## src/rtl/periph_sel_ctrl_pkg.sv

```systemverilog
// Shared definitions for the peripheral select controller: FSM encoding and default window/timeout.
package periph_sel_ctrl_pkg;

    localparam logic [31:0] PSC_BASE_ADDR = 32'h1A10_0000;
    localparam int unsigned PSC_TIMEOUT   = 16;
    localparam int unsigned PSC_WAIT_W    = 8;

    typedef enum logic [2:0] {
        ST_IDLE   = 3'd0,
        ST_SETUP  = 3'd1,
        ST_ACCESS = 3'd2,
        ST_RESP   = 3'd3,
        ST_DECERR = 3'd4
    } psc_state_t;

endpackage

```

## src/rtl/periph_sel_ctrl.sv

```systemverilog
// Bridges single core requests onto a two-phase peripheral bus with a 256-way select index,
// address decode error and bounded wait-state timeout.
module periph_sel_ctrl
    import periph_sel_ctrl_pkg::*;
#(
    parameter logic [31:0] BASE_ADDR = PSC_BASE_ADDR,
    parameter int unsigned TIMEOUT   = PSC_TIMEOUT
) (
    input  logic        clk_i,
    input  logic        rst_i,
    input  logic        req_i,
    input  logic [31:0] addr_i,
    input  logic        we_i,
    input  logic [31:0] wdata_i,
    output logic        gnt_o,
    output logic        rvalid_o,
    output logic [31:0] rdata_o,
    output logic        err_o,
    output logic [7:0]  psel_idx_o,
    output logic        psel_en_o,
    output logic        penable_o,
    output logic        pwrite_o,
    output logic [7:0]  paddr_o,
    output logic [31:0] pwdata_o,
    input  logic        pready_i,
    input  logic [31:0] prdata_i,
    input  logic        pslverr_i
);

    // Last wait count value that may still be spent in ACCESS.
    localparam logic [PSC_WAIT_W-1:0] WAIT_LAST = PSC_WAIT_W'(TIMEOUT - 1);

    psc_state_t            r_state;
    psc_state_t            w_state_nxt;
    logic [PSC_WAIT_W-1:0] r_wait;
    logic [PSC_WAIT_W-1:0] w_wait_nxt;
    logic [7:0]            r_psel_idx;
    logic [7:0]            r_paddr;
    logic                  r_pwrite;
    logic [31:0]           r_pwdata;
    logic                  r_psel_en;
    logic                  r_penable;
    logic                  r_rvalid;
    logic [31:0]           r_rdata;
    logic                  r_err;

    logic                  w_accept;
    logic                  w_in_range;
    logic                  w_psel_en_nxt;
    logic                  w_penable_nxt;
    logic                  w_rvalid_nxt;
    logic [31:0]           w_rdata_nxt;
    logic                  w_err_nxt;

    assign w_in_range = (addr_i[31:16] == BASE_ADDR[31:16]);

    // State register.
    always_ff @(posedge clk_i) begin
        if (rst_i) begin
            r_state <= ST_IDLE;
        end else begin
            r_state <= w_state_nxt;
        end
    end

    // Next-state, grant, and next values of the registered outputs.
    always_comb begin
        w_state_nxt   = r_state;
        w_wait_nxt    = r_wait;
        gnt_o         = 1'b0;
        w_accept      = 1'b0;
        w_psel_en_nxt = 1'b0;
        w_penable_nxt = 1'b0;
        w_rvalid_nxt  = 1'b0;
        w_rdata_nxt   = 32'h0;
        w_err_nxt     = 1'b0;

        case (r_state)
            ST_IDLE: begin
                gnt_o = req_i;
                if (req_i) begin
                    w_accept = 1'b1;
                    if (w_in_range) begin
                        w_state_nxt   = ST_SETUP;
                        w_wait_nxt    = '0;
                        w_psel_en_nxt = 1'b1;
                    end else begin
                        w_state_nxt  = ST_DECERR;
                        w_rvalid_nxt = 1'b1;
                        w_err_nxt    = 1'b1;
                    end
                end
            end
            ST_SETUP: begin
                w_state_nxt   = ST_ACCESS;
                w_psel_en_nxt = 1'b1;
                w_penable_nxt = 1'b1;
            end
            ST_ACCESS: begin
                if (pready_i) begin
                    // A ready slave wins over a timeout reached in the same cycle.
                    w_state_nxt  = ST_RESP;
                    w_rvalid_nxt = 1'b1;
                    w_rdata_nxt  = r_pwrite ? 32'h0 : prdata_i;
                    w_err_nxt    = pslverr_i;
                end else if (r_wait == WAIT_LAST) begin
                    w_state_nxt  = ST_RESP;
                    w_rvalid_nxt = 1'b1;
                    w_err_nxt    = 1'b1;
                end else begin
                    w_wait_nxt    = r_wait + PSC_WAIT_W'(1);
                    w_psel_en_nxt = 1'b1;
                    w_penable_nxt = 1'b1;
                end
            end
            ST_RESP:   w_state_nxt = ST_IDLE;
            ST_DECERR: w_state_nxt = ST_IDLE;
            default:   w_state_nxt = ST_IDLE;
        endcase
    end

    // Registered bus controls, response and wait counter.
    always_ff @(posedge clk_i) begin
        if (rst_i) begin
            r_wait    <= '0;
            r_psel_en <= 1'b0;
            r_penable <= 1'b0;
            r_rvalid  <= 1'b0;
            r_rdata   <= 32'h0;
            r_err     <= 1'b0;
        end else begin
            r_wait    <= w_wait_nxt;
            r_psel_en <= w_psel_en_nxt;
            r_penable <= w_penable_nxt;
            r_rvalid  <= w_rvalid_nxt;
            r_rdata   <= w_rdata_nxt;
            r_err     <= w_err_nxt;
        end
    end

    // Request fields, captured only at accept so they hold through the whole transfer.
    always_ff @(posedge clk_i) begin
        if (rst_i) begin
            r_psel_idx <= 8'h0;
            r_paddr    <= 8'h0;
            r_pwrite   <= 1'b0;
            r_pwdata   <= 32'h0;
        end else if (w_accept) begin
            r_psel_idx <= addr_i[15:8];
            r_paddr    <= addr_i[7:0];
            r_pwrite   <= we_i;
            r_pwdata   <= wdata_i;
        end
    end

    assign rvalid_o   = r_rvalid;
    assign rdata_o    = r_rdata;
    assign err_o      = r_err;
    assign psel_idx_o = r_psel_idx;
    assign psel_en_o  = r_psel_en;
    assign penable_o  = r_penable;
    assign pwrite_o   = r_pwrite;
    assign paddr_o    = r_paddr;
    assign pwdata_o   = r_pwdata;

endmodule

```

## config.mk

```make
export PLATFORM = sky130hd
export DESIGN_NAME = periph_sel_ctrl
export DESIGN_NICKNAME = d
export VERILOG_FILES = /design/src/rtl/periph_sel_ctrl_pkg.sv /design/src/rtl/periph_sel_ctrl.sv
export SDC_FILE = /design/constraint.sdc
export NUM_CORES = 1
export LEC_CHECK = 0
export ABC_CLOCK_PERIOD_IN_PS = 1500
export CELL_PAD_IN_SITES_DETAIL_PLACEMENT = 1
export CELL_PAD_IN_SITES_GLOBAL_PLACEMENT = 2
export CORE_UTILIZATION = 18
export CTS_BUF_LIST = sky130_fd_sc_hd__clkbuf_8 sky130_fd_sc_hd__clkbuf_16
export CTS_CLUSTER_SIZE = 30
export DETAILED_ROUTE_END_ITERATION = 6
export PLACE_DENSITY_LB_ADDON = 0.1
export SYNTH_ARGS = -nofsm -noshare
export SYNTH_HDL_FRONTEND = slang
export SYNTH_SLANG_ARGS = --single-unit
```

## constraint.sdc

```tcl
create_clock -name clk_i -period 1.5 [get_ports clk_i]
set_input_delay 0.3 -clock clk_i [delete_from_list [all_inputs] [get_ports clk_i]]
set_output_delay 0.3 -clock clk_i [all_outputs]
set_load 0.01 [all_outputs]
```

==> results by stage <==
Status:
- The run finished, with violations left.
- The final reports fail on setup timing.

CTS:
- The clock tree buffer depth is 2.
- The CTS H-tree depth is 3.
- Clock-pin slew was measured on the worst setup and hold paths at 0.07 ns.
- TritonCTS built the clock tree.
- The clock root buffer master is sky130_fd_sc_hd__clkbuf_16.
- The clock insertion delay at the later pin of the skew report is approximately 0.35 ns.
- Counting the buffers created by CTS gives 9.
- The number of sinks handled by clock tree synthesis is 96.

Floorplanning:
- The cell row count is between 40 and 50.
- The number of placed I/O pins is approximately 190.
- The floorplan step defined a core boundary enclosing ~18,000 um^2.
- Once the floorplan was initialized, standard cells occupied 18.5% of the core.
- The die height is 138 um.
- The floorplan step defined a die boundary enclosing approximately 19,000 um^2.
- The die is about 140 um wide.

Timing:
- Setup repair after global routing could not meet its margin everywhere.
- The number of hold-slack violations in the final timing report is 0.
- The post-route clock period utilization is 105%.
- At the pin with the least slew margin, the transition time is 0.483 ns.
- The worst clock skew on the final layout is about 0.008 ns.
- Static timing analysis puts the maximum clock frequency at 633 MHz.
- In this run the tightest slew margin relative to its limit is 67.8%.
- The minimum period implied by the final worst setup slack is roughly 1.6 ns.
- Setup violations remaining at the end of the flow were counted as 6.
- The final max-slew violation count is 0.
- In the post-route analysis, the smallest setup slack over all paths is -0.0808 ns.
- The final hold slack is 0.451 ns.

Global route:
- The global-route wire length before repair is between 15,000 and 20,000 um.
- The via count of the first global-routing pass is roughly 3,500.
- The largest net degree at the start of global routing is 45.
- The number of antenna violations at the first check in global routing is 0.
- Global routing used between 10% and 20% of the available tracks.
- The global-route congestion overflow total is 0.

Placement:
- The number of input and output port buffers inserted is 187.
- The cell total after placement is between 700 and 800.
- The congestion estimate from routability-driven global placement came to around 0.73.
- Prior to clock tree synthesis, the placed netlist has a worst setup slack of -0.527 ns.
- The half-perimeter wire length after detailed placement is between 8000 and 9000 um.

Yosys:
- The number of flip-flops and latches in the synthesized netlist is 96.
- Summing every instance area after synthesis gives around 3300 um^2.
- The post-synthesis area per instance is ~9 um^2.
- The share of synthesized area occupied by flip-flops and latches is 57.8%.
- Counting flops with an async set or reset pin after synthesis yields a share of 0%.
- In the post-synthesis netlist, the biggest area contributors are sky130_fd_sc_hd__dfxtp_1 (58%), sky130_fd_sc_hd__nand2_1 (11%), sky130_fd_sc_hd__a21oi_1 (8.4%), sky130_fd_sc_hd__and2_1 (6.0%), sky130_fd_sc_hd__clkbuf_1 (2.1%).
- The post-synthesis cell count is 372.
- The largest area contributor in the netlist is sky130_fd_sc_hd__dfxtp_1.
- Synthesis instantiated 38 different standard cells from the library.
- The number of nets produced by synthesis is roughly 480.
- The area share of the leading cell type in the synthesized netlist is roughly 58%.
- In this run, synthesis inferred 0 flip-flops with an integrated enable.
- During synthesis, Yosys emitted a total of 0 warnings.
- The predominant post-synthesis flop cell is sky130_fd_sc_hd__dfxtp_1.

Run:
- The max capacitance violation total is 0.

Final layout:
- Leaving out filler cells and counting taps, the final layout contains 820.
- From synthesis to final layout, the design area changed by 84.2%.
- Cells with a size suffix above 1 make up between 10% and 20% of the layout.
- The net count of the finished layout is between 600 and 700.
- The number of antenna diodes in the final layout is 0.
- The final standard cell utilization of the core is about a third.

Pwr:
- The leakage power total is 2.73 nW.
- The completed layout was analyzed and its total power is 6.08 mW.
- The worst-case IR drop observed on VDD is slightly above 0.0005 V.
- The power per cell area is approximately 1000 nW/um^2.

Worst hold path:
- The classification of the worst-slack hold path is reg2reg.

Detailed routing:
- The routed layout has roughly 3,400 vias.
- The number of violations reported at the end of detailed-routing iteration 0 is between 80 and 90.
- Wire segments on met2 add up to 5990 um in the final route.
- The detailed-route wire length on metal 1 is 4860 um.
- For this run, design rule violations remaining after detail routing come to 0.
- The final wirelength is 12,300 um.
- After detailed routing, no signal wire sits above met4.
- The detail route stage leaves a number of antenna-violating nets equal to 0.
- For this run, the detailed router's first-pass iteration total came to 4.
- The routed length per placed instance is approximately 15 um.
- Dividing the detail-routed via count by the number of cells gives about 4.1.
- The detailed-routed wire length on met3 is approximately 1300 um.

Worst setup path:
- The required time of the critical path is 1.78 ns.
- The critical path goes through or4b_4, a21o_4, o41a_1, o21ai_1.
- The cell with the largest stage delay on the worst path is sky130_fd_sc_hd__or4b_4.
- The startpoint type of the worst setup path is a register.
- At the worst endpoint, the arrival time is about 1.9 ns.
- The critical path start-end classification is reg2reg.
- The critical path capture point type is a register.
- The biggest fanout along the worst timing path is 8.
- On the worst path, the slowest cell contributes a delay of ~0.53 ns.
routing by layer:
metal	global-route usage, %	up-vias
met3	6.98	11
met1	14.0	1607
met4	4.53	0
met2	21.4	110
li1	-	1667
met5	0	-
synth_stat cells (3+ instances only):
cell	count
sky130_fd_sc_hd__nand2_1	101
sky130_fd_sc_hd__nor3_1	3
sky130_fd_sc_hd__clkbuf_1	19
sky130_fd_sc_hd__inv_1	4
sky130_fd_sc_hd__a21oi_1	56
sky130_fd_sc_hd__buf_2	4
sky130_fd_sc_hd__o21ai_0	8
sky130_fd_sc_hd__nor2_1	3
sky130_fd_sc_hd__nand3_1	5
sky130_fd_sc_hd__and2_1	32
sky130_fd_sc_hd__nor4_1	4
sky130_fd_sc_hd__nand3b_1	8
sky130_fd_sc_hd__dfxtp_1	96
kinds of logic (layout without fill, tap and decap cells):
logic type	Yosys count	in the layout	synth area share, %
AOI/OAI and AO/OA	77	77	13.3
xor gates and xnor gates	1	1	0.263
adders and majority gates	1	1	0.376
buffers and inverters	28	247	3.31
DFF	96	96	57.8
and+or+nand+nor	169	169	25.0
flip-flops by register name, summed over array words and instances (netlist names):
name / flops
penable_o: 1
r_state: 3
psel_idx_o: 8
rdata_o: 32
rvalid_o: 1
paddr_o: 8
r_wait: 8
pwdata_o: 32
pwrite_o: 1
err_o: 1
psel_en_o: 1
metrics by stage:
step	area (um^2)	TNS [ns]
final	6130	-0.253
after global routing	6130	-3.56
after CTS	6010	-0.860
after detailed placement	5690	-19.28
after global placement	5690	-19.31
after floorplan	3350	-0.253
cell type report:
class                      instances  area (um^2)
sequential                        96         1930
inverter                           5         18.8
multi-input combinational        248         1410
fill                            2099        11900
clock inverter                     7          124
tap                              229          287
clock buffer                       9          225
timing repair buffer             226         2130
placed cells by master (no fill, tap or decap), types with 3 or more instances in the layout:
master	count
sky130_fd_sc_hd__nand2_1	100
sky130_fd_sc_hd__clkdlybuf4s50_1	96
sky130_fd_sc_hd__dfxtp_1	92
sky130_fd_sc_hd__dlygate4sd2_1	85
sky130_fd_sc_hd__a21oi_1	53
sky130_fd_sc_hd__and2_1	32
sky130_fd_sc_hd__buf_4	32
sky130_fd_sc_hd__clkbuf_16	10
sky130_fd_sc_hd__nand3b_1	8
sky130_fd_sc_hd__o21ai_0	6
sky130_fd_sc_hd__inv_1	4
sky130_fd_sc_hd__nand3_1	4
sky130_fd_sc_hd__dlymetal6s2s_1	4
sky130_fd_sc_hd__nor3_1	3
sky130_fd_sc_hd__bufinv_16	3
sky130_fd_sc_hd__buf_6	3
report_power, final:
| part | internal [mW] | switching (mW) |
|---|---|---|
| Sequential | 2.63 | 0.0411 |
| Clock | 1.65 | 1.07 |
| Combinational | 0.403 | 0.292 |
| Total | 4.68 | 1.40 |
critical path, delay by kind of cell, from the launching register on:
family	cells	cell delay [ns]
DFF	1	0.37
AOI/OAI and AO/OA	3	0.61
and+or+nand+nor	1	0.53
final timing paths:
| path | start | end | slack [ns] | depth (start not counted) |
|---|---|---|---|---|
| worst min register to register | psel_idx_o[6] | psel_idx_o[6] | 0.45 | 2 |
| worst min-delay path | psel_idx_o[6] | psel_idx_o[6] | 0.45 | 2 |
| worst max-delay path | r_state[0] | r_wait[2] | -0.08 | 4 |
| worst max register to register | r_state[0] | r_wait[2] | -0.08 | 4 |
timing repair:
| item | 4_1_cts | 5_1_grt |
|---|---|---|
| endpoints found under the setup margin | 120 | 47 |
| gates cloned | 0 | 1 |
| buffers inserted | 4 | 1 |
| hold buffers | 0 | 0 |
| pin swaps | 9 | 4 |
| gates resized for setup | 103 | 20 |
No activity file was read; power rests on OpenSTA's default activity.
